<file path="src/rtl/btn_pulse_gen_if.sv">
// Pushbutton conditioning bus between the board-facing stimulus and btn_pulse_gen.
//   btn_raw   : raw pushbutton levels, asynchronous and bouncy, 1 = pressed
//   btn_pulse : registered one-cycle pulse per accepted press
//   btn_level : registered debounced level, 1 = held
// master drives the raw buttons and observes the conditioned outputs;
// slave is the conditioner itself.
interface btn_pulse_gen_if #(
    parameter int NUM_BTN = 3
);
    logic [NUM_BTN-1:0] btn_raw;
    logic [NUM_BTN-1:0] btn_pulse;
    logic [NUM_BTN-1:0] btn_level;

    modport master (
        output btn_raw,
        input  btn_pulse,
        input  btn_level
    );

    modport slave (
        input  btn_raw,
        output btn_pulse,
        output btn_level
    );
endinterface

</file>
<file path="src/rtl/btn_pulse_gen.sv">
// btn_pulse_gen: turns raw pushbuttons (bit 0 = ent, bit 1 = clr, bit 2 = change)
// into clean single-cycle command pulses and debounced levels for the lock ASM.
// Each button has a 2-flop synchronizer, a debounce FSM with a stable-cycle
// counter, and a press-edge one-shot. With ONE_HOT=1 at most one pulse bit is
// high per cycle (lowest index wins, losers are dropped, not deferred).
// Ports:
//   clk  : system clock, shared with the ASM
//   rst  : asynchronous active-high reset
//   bus  : btn_pulse_gen_if.slave (btn_raw in, btn_pulse/btn_level out)
module btn_pulse_gen #(
    parameter int NUM_BTN   = 3,
    parameter int DB_CYCLES = 500000,
    parameter int CNT_W     = 20,
    parameter int ONE_HOT   = 1
) (
    input  logic             clk,
    input  logic             rst,
    btn_pulse_gen_if.slave   bus
);
    typedef enum logic [1:0] {
        IDLE       = 2'd0,
        PRESS_WAIT = 2'd1,
        HELD       = 2'd2,
        REL_WAIT   = 2'd3
    } state_t;

    // Terminal count: DB_CYCLES-1 always fits in CNT_W bits for the legal range.
    localparam logic [CNT_W-1:0] CNT_MAX = CNT_W'(DB_CYCLES - 1);

    logic [NUM_BTN-1:0] req;        // press accepted on this edge (P_W -> HELD)
    logic [NUM_BTN-1:0] level_d;    // debounced level after this edge
    logic [NUM_BTN-1:0] pulse_d;
    logic [NUM_BTN-1:0] pulse_q;
    logic [NUM_BTN-1:0] level_q;

    generate
        for (genvar gi = 0; gi < NUM_BTN; gi++) begin : g_btn
            logic             s1_q;
            logic             s2_q;
            state_t           state_q;
            state_t           state_d;
            logic [CNT_W-1:0] cnt_q;
            logic [CNT_W-1:0] cnt_d;
            logic             req_b;

            always_ff @(posedge clk or posedge rst) begin
                if (rst) begin
                    s1_q    <= 1'b0;
                    s2_q    <= 1'b0;
                    state_q <= IDLE;
                    cnt_q   <= '0;
                end else begin
                    s1_q    <= bus.btn_raw[gi];
                    s2_q    <= s1_q;
                    state_q <= state_d;
                    cnt_q   <= cnt_d;
                end
            end

            // Counter is cleared on every state change, so it only ever
            // measures how long s2 has disagreed with the accepted level.
            always_comb begin
                state_d = state_q;
                cnt_d   = cnt_q;
                req_b   = 1'b0;
                case (state_q)
                    IDLE: begin
                        if (s2_q) begin
                            state_d = PRESS_WAIT;
                            cnt_d   = '0;
                        end
                    end
                    PRESS_WAIT: begin
                        if (!s2_q) begin
                            state_d = IDLE;
                            cnt_d   = '0;
                        end else if (cnt_q == CNT_MAX) begin
                            state_d = HELD;
                            cnt_d   = '0;
                            req_b   = 1'b1;
                        end else begin
                            cnt_d = cnt_q + CNT_W'(1);
                        end
                    end
                    HELD: begin
                        if (!s2_q) begin
                            state_d = REL_WAIT;
                            cnt_d   = '0;
                        end
                    end
                    REL_WAIT: begin
                        // Going back to HELD is release bounce: no request.
                        if (s2_q) begin
                            state_d = HELD;
                            cnt_d   = '0;
                        end else if (cnt_q == CNT_MAX) begin
                            state_d = IDLE;
                            cnt_d   = '0;
                        end else begin
                            cnt_d = cnt_q + CNT_W'(1);
                        end
                    end
                    default: begin
                        state_d = IDLE;
                        cnt_d   = '0;
                    end
                endcase
            end

            assign req[gi]     = req_b;
            assign level_d[gi] = (state_d == HELD) || (state_d == REL_WAIT);
        end
    endgenerate

    // req & -req isolates the lowest set bit.
    always_comb begin
        pulse_d = req;
        if (ONE_HOT != 0) begin
            pulse_d = req & (~req + NUM_BTN'(1));
        end
    end

    // Outputs are registered on the same edge the FSM enters HELD, so the
    // pulse and the level rise together.
    always_ff @(posedge clk or posedge rst) begin
        if (rst) begin
            pulse_q <= '0;
            level_q <= '0;
        end else begin
            pulse_q <= pulse_d;
            level_q <= level_d;
        end
    end

    assign bus.btn_pulse = pulse_q;
    assign bus.btn_level = level_q;
endmodule

</file>
<file path="src/flat_wrapper.sv">
// flat-port wrapper written by rule: the top's interface ports become plain ports
module btn_pulse_gen_flat 
#(
    parameter int NUM_BTN   = 3,
    parameter int DB_CYCLES = 500000,
    parameter int CNT_W     = 20,
    parameter int ONE_HOT   = 1
)
  (clk, rst, bus_btn_raw, bus_btn_pulse, bus_btn_level);
  btn_pulse_gen_if #(.NUM_BTN(NUM_BTN)) bus_i ();
  input  logic clk;
  input  logic rst;
  input wire logic [$bits(bus_i.btn_raw)-1:0] bus_btn_raw;
  output wire logic [$bits(bus_i.btn_pulse)-1:0] bus_btn_pulse;
  output wire logic [$bits(bus_i.btn_level)-1:0] bus_btn_level;
  assign bus_i.btn_raw = bus_btn_raw;
  assign bus_btn_pulse = bus_i.btn_pulse;
  assign bus_btn_level = bus_i.btn_level;
  btn_pulse_gen #(.NUM_BTN(NUM_BTN), .DB_CYCLES(DB_CYCLES), .CNT_W(CNT_W), .ONE_HOT(ONE_HOT)) u_core (.clk(clk), .rst(rst), .bus(bus_i));
endmodule
</file>
<file path="config.mk">
export PLATFORM = sky130hd
export DESIGN_NAME = btn_pulse_gen_flat
export DESIGN_NICKNAME = d
export VERILOG_FILES = /design/src/rtl/btn_pulse_gen_if.sv /design/src/rtl/btn_pulse_gen.sv /design/src/flat_wrapper.sv
export SDC_FILE = /design/constraint.sdc
export NUM_CORES = 1
export LEC_CHECK = 0
export CAP_MARGIN = 25
export CORE_MARGIN = 10
export CORE_UTILIZATION = 55
export DETAILED_ROUTE_END_ITERATION = 8
export GPL_TIMING_DRIVEN = 1
export PLACE_DENSITY = 0.71
export SYNTH_ARGS = -nofsm -noshare
export SYNTH_HDL_FRONTEND = slang
export SYNTH_SLANG_ARGS = --single-unit
export TNS_END_PERCENT = 1
</file>
<file path="constraint.sdc">
create_clock -name clk -period 5.2 [get_ports clk]
set_clock_uncertainty 0.15 [all_clocks]
set_input_delay 0.78 -clock clk [delete_from_list [all_inputs] [get_ports clk]]
set_output_delay 0.78 -clock clk [all_outputs]
set_load 0.05 [all_outputs]
</file>
==> out/metrics.yaml <==
status:
  status: "finished, final reports clean"
logic_synthesis:
  synthTopCellsByArea: "dfrtp_1 (48%), nand2_1 (4.3%), a31oi_1 (3.7%)"
  async_flop_share_pct: 100
  ys.flop_type: "dfrtp_1"
  synth_area_leader_cell: "dfrtp_1"
  yosysWarnings: 0
  synth.top_cell.area_share_pct: 48.3
  syn-cell-area_um2: 4040
  synth_fp_nets: 426
  synth_cells: 418
  synth-edff-count: 0
  ys_seq_area_share_pct: 48.3
  avgSynthCellArea_um2: 9.67
  ys_types: 62
  synth_seq_cells: 78
critical_path:
  rr_worst_depth: 6
  path_common_cell: "and3_1"
  rrSetupSlack_ps: 2640
  criticalPathCategory: "register to register"
  crit_start: "u_core.g_btn[0].cnt_q[0]"
  cpPeakStageDelay_ps: 810
  worst_setup_path_start_kind: "register"
  end_kind: "register"
  timing.rr.start: "u_core.g_btn[0].cnt_q[0]"
  worstPathRequired_ps: 5320
  arrival_ps: 2680
  cpMaxStageDelayCell: "a21oi_2"
  r2r_end: "u_core.g_btn[0].cnt_q[5]"
  path_cells: "ha_1 -> and3_1 -> and3_1 -> a21oi_2 -> o21ai_0 -> a31oi_1"
  cp_max_fo: 26
grt:
  grt_pass1_vias: 3082
  overflow: 0
  track_usage_pct: 15.5
  antenna_found_initial: 0
  grt_pass1_wl_mm: 14.6
  grt_max_degree: 46
worst_hold_path:
  hp-start: "u_core.g_btn[0].s1_q"
  holdPathEnd: "u_core.g_btn[0].s2_q"
  worstHoldPathType: "register to register"
  hold_path_depth: 0
timing:
  finalMaxSlewViolations: 0
  rsz0062_at_grt: "false"
  finalHoldViolations: 0
  timing.final.crit_period_ps: 2560
  fin_tns_setup_ps: 0
  finalSetupViolCount: 0
  clock.fmax_mhz: 391
  timing.hold.ws_ps: 202
  fin_crit_sh_pct: 49.2
  tightest_slew_ps: 1030
  slew-limit-headroom_pct: 31.6
cts:
  clk_latency_ps: 340
  cts-root-buf: "clkbuf_8"
  postCtsHoldBufs: 0
  cts_num_sinks: 78
  clkTransAtPathRegs_ps: 80
  postCtsSetupRepairBufs: 0
  cts_tree: "yes"
  numCtsBuffers: 9
  cts_resized: 0
  clk_path_buf_depth: 2
  htreeDepth: 3
flow_run:
  drv_cap: 0
floorplanning:
  rows: 31
  io_pins: 11
  die_width_um: 106
  dieArea_um2: 11200
  die_y_um: 106
  core_area_um2: 7210
  initial_core_util_pct: 56.0
placed_design:
  numPortBuffers: 10
  place.detailed.hpwl_mm: 5.75
  place.gp.congestion: 0.844
power_and_ir_drop:
  power_mw: 1.21
  ir_drop_mv: 0.160
  p_per_area_nw_per_um2: 275
  power.static_leakage_nw: 1.83
routing:
  wl_mm: 8.26
  vias: 3210
  drt-initial-drc-count: 153
  firstDrtPassIters: 5
  avgViaCountPerCell: 6.07
  ant_nets: 0
  wl_per_cell_um: 15.6
  drcViolationCount: 0
layout:
  drive_above_1_share_pct: 9.30
  area_growth_pct: 9.35
  final_common_cell: "dfrtp_1"
  layout.nets: 433
  most-common-layout-cells: "dfrtp_1 (78), nand2_1 (46), nor2_1 (30), nand3_1 (26)"
  diodes: 0
[sequential cells by signal (all words and copies together) (netlist names)]
register / flops
u_core.bus.btn_pulse: 3
u_core.g_btn.cnt_q: 60
u_core.g_btn.state_q: 6
u_core.g_btn.s2_q: 3
u_core.bus.btn_level: 3
u_core.g_btn.s1_q: 3
[worst max path at each step]
stage | endpoint | slack [ps] | cells after the start
floorplan | u_core.bus.btn_level[0] | 2270 | 1
global placement | u_core.g_btn[0].cnt_q[5] | 2790 | 6
detailed placement | u_core.g_btn[0].cnt_q[5] | 2650 | 6
CTS | u_core.g_btn[0].cnt_q[5] | 2630 | 6
global route | u_core.g_btn[0].cnt_q[5] | 2380 | 6
finish | u_core.g_btn[0].cnt_q[5] | 2640 | 6
[synth_stat cells (2+ instances only)]
master,number
dfrtp_1,78
nand2_1,46
nor2_1,30
nand3_1,26
a21oi_1,24
a31oi_1,24
nand4_1,23
o21ai_0,15
inv_1,14
xor2_1,14
a22o_1,7
mux2_2,7
xnor2_1,7
and3_1,6
and4_1,6
nor3_1,6
nor4_1,6
buf_2,5
clkbuf_1,5
nand2b_1,5
nor4b_1,5
and2_1,4
o22ai_1,4
buf_6,3
ha_1,3
o21ai_1,3
a21o_1,2
a21oi_2,2
mux2i_1,2
nor4_2,2
or2_2,2
or3_1,2
[cells by family after synthesis]
group / count (synthesis) / synth area share, %
xor gates and xnor gates: 21 / 4.55
buffers and inverters: 29 / 3.50
AOI/OAI and AO/OA: 93 / 15.0
and+or+nand+nor: 184 / 25.0
adders and majority gates: 3 / 0.929
muxes: 10 / 2.72
DFF: 78 / 48.3
[per-stage QoR]
stage / setup WS (ps) / area (µm²) / std cells / utilization, %
floorplan: 2270 / 4040 / 418 / -
global placement: 2790 / 4190 / 513 / 58.0
detailed placement: 2650 / 4190 / 513 / 58.0
CTS: 2630 / 4420 / 529 / 61.3
global route: 2380 / 4420 / 529 / 61.3
finish: 2640 / 4420 / 529 / 61.3
[layout make-up]
class | count | area (µm²)
fillers | 611 | 2790
flip-flops and latches | 78 | 1950
multi-input cells | 311 | 1950
clock buffers | 13 | 169
well taps | 99 | 124
repair buffers | 11 | 108
clock inverters | 3 | 65.1
inverters | 14 | 53.8
[critical path, delay by kind of cell (launching register included)]
kind	cells	cell delay (ps)
AOI/OAI and AO/OA	3	1240
adders and majority gates	1	260
DFF	1	420
and+or+nand+nor	2	410
[report_power, final]
group	total [mW]	switching [mW]	internal, mW
registers	0.633	0.0145	0.618
logic	0.0625	0.0423	0.0201
clock network	0.519	0.210	0.309
total	1.21	0.267	0.948
[routing by layer]
metal	vias to the layer above	GRT usage, %	wire, µm
met4	0	5.51	104
met3	11	3.53	344
met1	1577	19.9	3810
li1	1552	-	-
met2	70	25.1	4010
met5	-	0	0
(Power assumes the default switching activity.)
==> patch 1, RTL diff (same flow settings) <==
One comparison of `cnt_q` changes from == to >=.
--- a/src/rtl/btn_pulse_gen.sv
+++ b/src/rtl/btn_pulse_gen.sv
@@ -93,7 +93,7 @@
                         if (s2_q) begin
                             state_d = HELD;
                             cnt_d   = '0;
-                        end else if (cnt_q == CNT_MAX) begin
+                        end else if (cnt_q >= CNT_MAX) begin
                             state_d = IDLE;
                             cnt_d   = '0;
                         end else begin
Behaviour: no difference found for any inputs over 10 cycles, from zero or initial values and one cycle with rst high; that may be too few to reach the edited logic, so the function may still have changed.
==> patch 1 against the original RTL <==
  * Cell area grew 7.3%
  * Sequential cell count is the same
  * Routed wire length is 16% higher
  * Power fell by 8.5%
  * Worst hold slack better by 0.0053 ns
  * Area after synthesis rose by 8.0%
  * Worst setup slack worse by 0.25 ns
  * Critical endpoint is now u_core.g_btn[2].cnt_q[18]$_DFFE_PP0P_
==> patch 1: results (changes against the original RTL) <==
[synthesis]
syn_avg_cell_area_um2=8.74  ; was 9.67 um^2
synth.area.top_cells=dfrtp_1, nand2_1, nand3_1  ; was dfrtp_1, nand2_1, a31oi_1
synth_fp_nets=508  ; was 426
ys_types=59  ; was 62
synth_common_cells=dfrtp_1, nand2_1, nand3_1, o21ai_0, nor2_1  ; was dfrtp_1, nand2_1, nor2_1
ys_seq_area_share_pct=44.7  ; was 48.3%

[global_routing]
grt_pass1_vias=3410  ; was 3082
met3_usage_pct=2.65  ; was 3.53%
use_met2_pct=25.7  ; was 25.1%
use_met1_pct=23.5  ; was 19.9%
grt_max_degree=42  ; was 46
grt_pass1_wl_um=16400  ; was 14600 um

[power]
sw_frac_of_total_pct=26.9  ; was 22.0%
p_int_uw=813  ; was 948 uW
peakVddDrop_v=0.000155  ; was 0.000160 V

[placed_design]
gp_congestion=0.867  ; was 0.844
pre_cts_slack_ns=2.47  ; was 2.65 ns
dp_hpwl_um=6650  ; was 5750 um

[critical_path]
cp_slowest_cell=nor2_1  ; was a21oi_2
crit_fanout=15  ; was 26
reg2reg_slack_ns=2.40  ; was 2.64 ns
cp-startpoint=u_core.g_btn[2].cnt_q[12]$_DFFE_PP0P_  ; was u_core.g_btn[0].cnt_q[0]$_DFFE_PP0P_

[status]
status=completed  ; unchanged

[finish]
drive_gt1_share_pct=8.54  ; was 9.30%
layout.nets=518  ; was 433
layout.cells.non_filler=617  ; was 529

[drt]
drtPass1Iterations=6  ; was 5
first_iter_violations=262  ; was 153
met2_length_um=4500  ; was 4010 um
wl_met1_um=4570  ; was 3810 um

[min_path]
whs_endpoint=u_core.g_btn[2].s2_q$_DFF_PP0_  ; was u_core.g_btn[0].s2_q$_DFF_PP0_

[sta]
maxSlewHeadroom_pct=30.6  ; was 31.6%
timing.hold.ws_ns=0.207  ; was 0.202 ns

-- patch 1: cell types whose count changed in the layout (fill, tap and decap cells not counted), sizes merged, moves of 12 or more --
cell	change
or3	+17
nor3	+14
nand2	+16
nand3	+13
o21ai	+27
inv	+12
a31oi	-14
-- patch 1: logic make-up (layout without fill, tap and decap cells) --
kind of cell,count (synthesis),after routing,share of synthesized area (%)
AOI/OAI and AO/OA,133,133,20.2
xor gates and xnor gates,5,5,1.00
adders and majority gates,3,3,0.859
buffers and inverters,39,54,3.78
DFF,78,78,44.7
muxes,2,2,0.458
and+or+nand+nor,240,240,29.0
-- patch 1: cell type report --
| class | instances | area share [%] |
|---|---|---|
| Inverter | 24 | 1.93 |
| Clock inverter | 7 | 1.24 |
| Sequential cell | 78 | 41.1 |
| Timing Repair Buffer | 14 | 2.74 |
| Tap cell | 102 | 2.69 |
| Multi-Input combinational cell | 383 | 47.7 |
| Clock buffer | 9 | 2.61 |
==> patch 2, RTL diff (same settings) <==
Without the edit above. `ONE_HOT` is set to 1 in 2 places; all go to 0. Comments in the files are not updated.
--- a/src/rtl/btn_pulse_gen.sv
+++ b/src/rtl/btn_pulse_gen.sv
@@ -11,7 +11,7 @@
     parameter int NUM_BTN   = 3,
     parameter int DB_CYCLES = 500000,
     parameter int CNT_W     = 20,
-    parameter int ONE_HOT   = 1
+    parameter int ONE_HOT   = 0
 ) (
     input  logic             clk,
     input  logic             rst,
--- a/src/flat_wrapper.sv
+++ b/src/flat_wrapper.sv
@@ -4,7 +4,7 @@
     parameter int NUM_BTN   = 3,
     parameter int DB_CYCLES = 500000,
     parameter int CNT_W     = 20,
-    parameter int ONE_HOT   = 1
+    parameter int ONE_HOT   = 0
 )
   (clk, rst, bus_btn_raw, bus_btn_pulse, bus_btn_level);
   btn_pulse_gen_if #(.NUM_BTN(NUM_BTN)) bus_i ();
Formal check against the unedited RTL: same outputs for any inputs over 10 cycles, from zero or initial values and one cycle with rst high; that may be too few to reach the edited logic, so the function may still have changed.
==> patch 2 against the original RTL <==
  * Cell area is 2.3% higher
  * Area after synthesis is 2.2% higher
  * Worst setup slack better by 0.10 ns
  * Global-route usage hardly changed
  * Power is 5.4% lower
  * Sequential cell count stayed put
  * Worst hold slack better by 0.0087 ns
  * Routed wire length is 3.8% higher
  * Critical endpoint is now u_core.g_btn[2].cnt_q[19]$_DFFE_PP0P_
  * Largest power group unchanged
==> patch 2: results (changes against the original RTL) <==
[critical_path]
crit_fanout=16  ; was 26
reg2reg_slack_ns=2.74  ; was 2.64 ns
cp-startpoint=u_core.g_btn[2].cnt_q[7]$_DFFE_PP0P_  ; was u_core.g_btn[0].cnt_q[0]$_DFFE_PP0P_
r2r_cells=5  ; was 6
worstPathArrival_ns=2.55  ; was 2.68 ns
worstReg2RegEnd=u_core.g_btn[2].cnt_q[19]$_DFFE_PP0P_  ; was u_core.g_btn[0].cnt_q[5]$_DFFE_PP0P_

[synthesis]
synth_fp_nets=441  ; was 426
synth_compound_area_share_pct=14.1  ; was 15.0%
synth_fa_ha_area_share_pct=0.908  ; was 0.929%
synthMuxAreaShare_pct=2.36  ; was 2.72%
ys_types=55  ; was 62
synth.area.top_cells=dfrtp_1, nand3_1, nand2_1  ; was dfrtp_1, nand2_1, a31oi_1
synth_xor_area_share_pct=3.60  ; was 4.55%
synth_common_cells=dfrtp_1, nand2_1, nand3_1  ; was dfrtp_1, nand2_1, nor2_1

[sta]
max_freq_ghz=0.406  ; was 0.391 GHz

[min_path]
whs_endpoint=u_core.g_btn[2].s2_q$_DFF_PP0_  ; was u_core.g_btn[0].s2_q$_DFF_PP0_
hold_start=u_core.g_btn[2].s1_q$_DFF_PP0_  ; was u_core.g_btn[0].s1_q$_DFF_PP0_

[finish]
fillCellCount=666  ; was 611
drive_gt1_share_pct=7.37  ; was 9.30%
layout.nets=451  ; was 433

[drt]
viasPerCell=6.07  ; about the same
drt_wl_total_um=8580  ; was 8260 um
drtPass1Iterations=4  ; was 5

[placed_design]
gp_congestion=0.851  ; was 0.844

[power]
p_int_uw=860  ; was 948 uW
p_leak_uw=0.00194  ; was 0.00183 uW

[status]
status=completed  ; unchanged

[global_routing]
grt_max_degree=56  ; was 46

## patch 2: through the flow
step           util [%]  instances  area [um^2]  total power, uW  hold WS, ns
6_report           62.0        547         4520             1150        0.211
5_1_grt            62.0        547         4520             1200        0.222
4_1_cts            62.0        547         4520             1170        0.217
3_5_place_dp       59.2        531         4320              694        0.187
3_3_place_gp       58.9        529         4300              691        0.183
2_1_floorplan         -        433         4130              675        0.181
## patch 2: final cells by class
cell class / instances / area share, %
clock buffer: 9 / 2.74
clock inverter: 7 / 1.77
inverter: 10 / 0.858
multi-input combinational: 331 / 45.9
sequential: 78 / 43.2
tap: 99 / 2.74
timing repair buffer: 13 / 2.80
## patch 2: power by group through the flow
| stage | Clock [uW] | Combinational (uW) | Sequential (uW) |
|---|---|---|---|
| 2_1_floorplan | 0 | 43.8 | 631 |
| 3_3_place_gp | 0 | 58.1 | 632 |
| 3_5_place_dp | 0 | 60.9 | 633 |
| 4_1_cts | 483 | 61.3 | 621 |
| 5_1_grt | 505 | 68.7 | 622 |
| 6_report | 468 | 60.3 | 621 |
## patch 2: critical path, cell delays in order, from the launching register on
cell and delay (ns):
dfrtp_1 0.48, nor4b_2 0.30, nand4_1 0.26, o31ai_4 0.67
o21ai_0 0.22, a22o_1 0.26
## patch 2: logic make-up after synthesis
| group | Yosys count |
|---|---|
| buffers and inverters | 24 |
| muxes | 9 |
| xor gates and xnor gates | 17 |
| adders and majority gates | 3 |
| DFF | 78 |
| AOI/OAI and AO/OA | 91 |
| and+or+nand+nor | 211 |
## patch 2: routing by layer
layer	track usage (%)	up-vias	share of wire, %
li1	-	1627	-
met1	19.6	1640	47
met2	25.0	51	49
met3	3.23	5	3.0
met4	6.87	0	0.69
met5	0	-	0
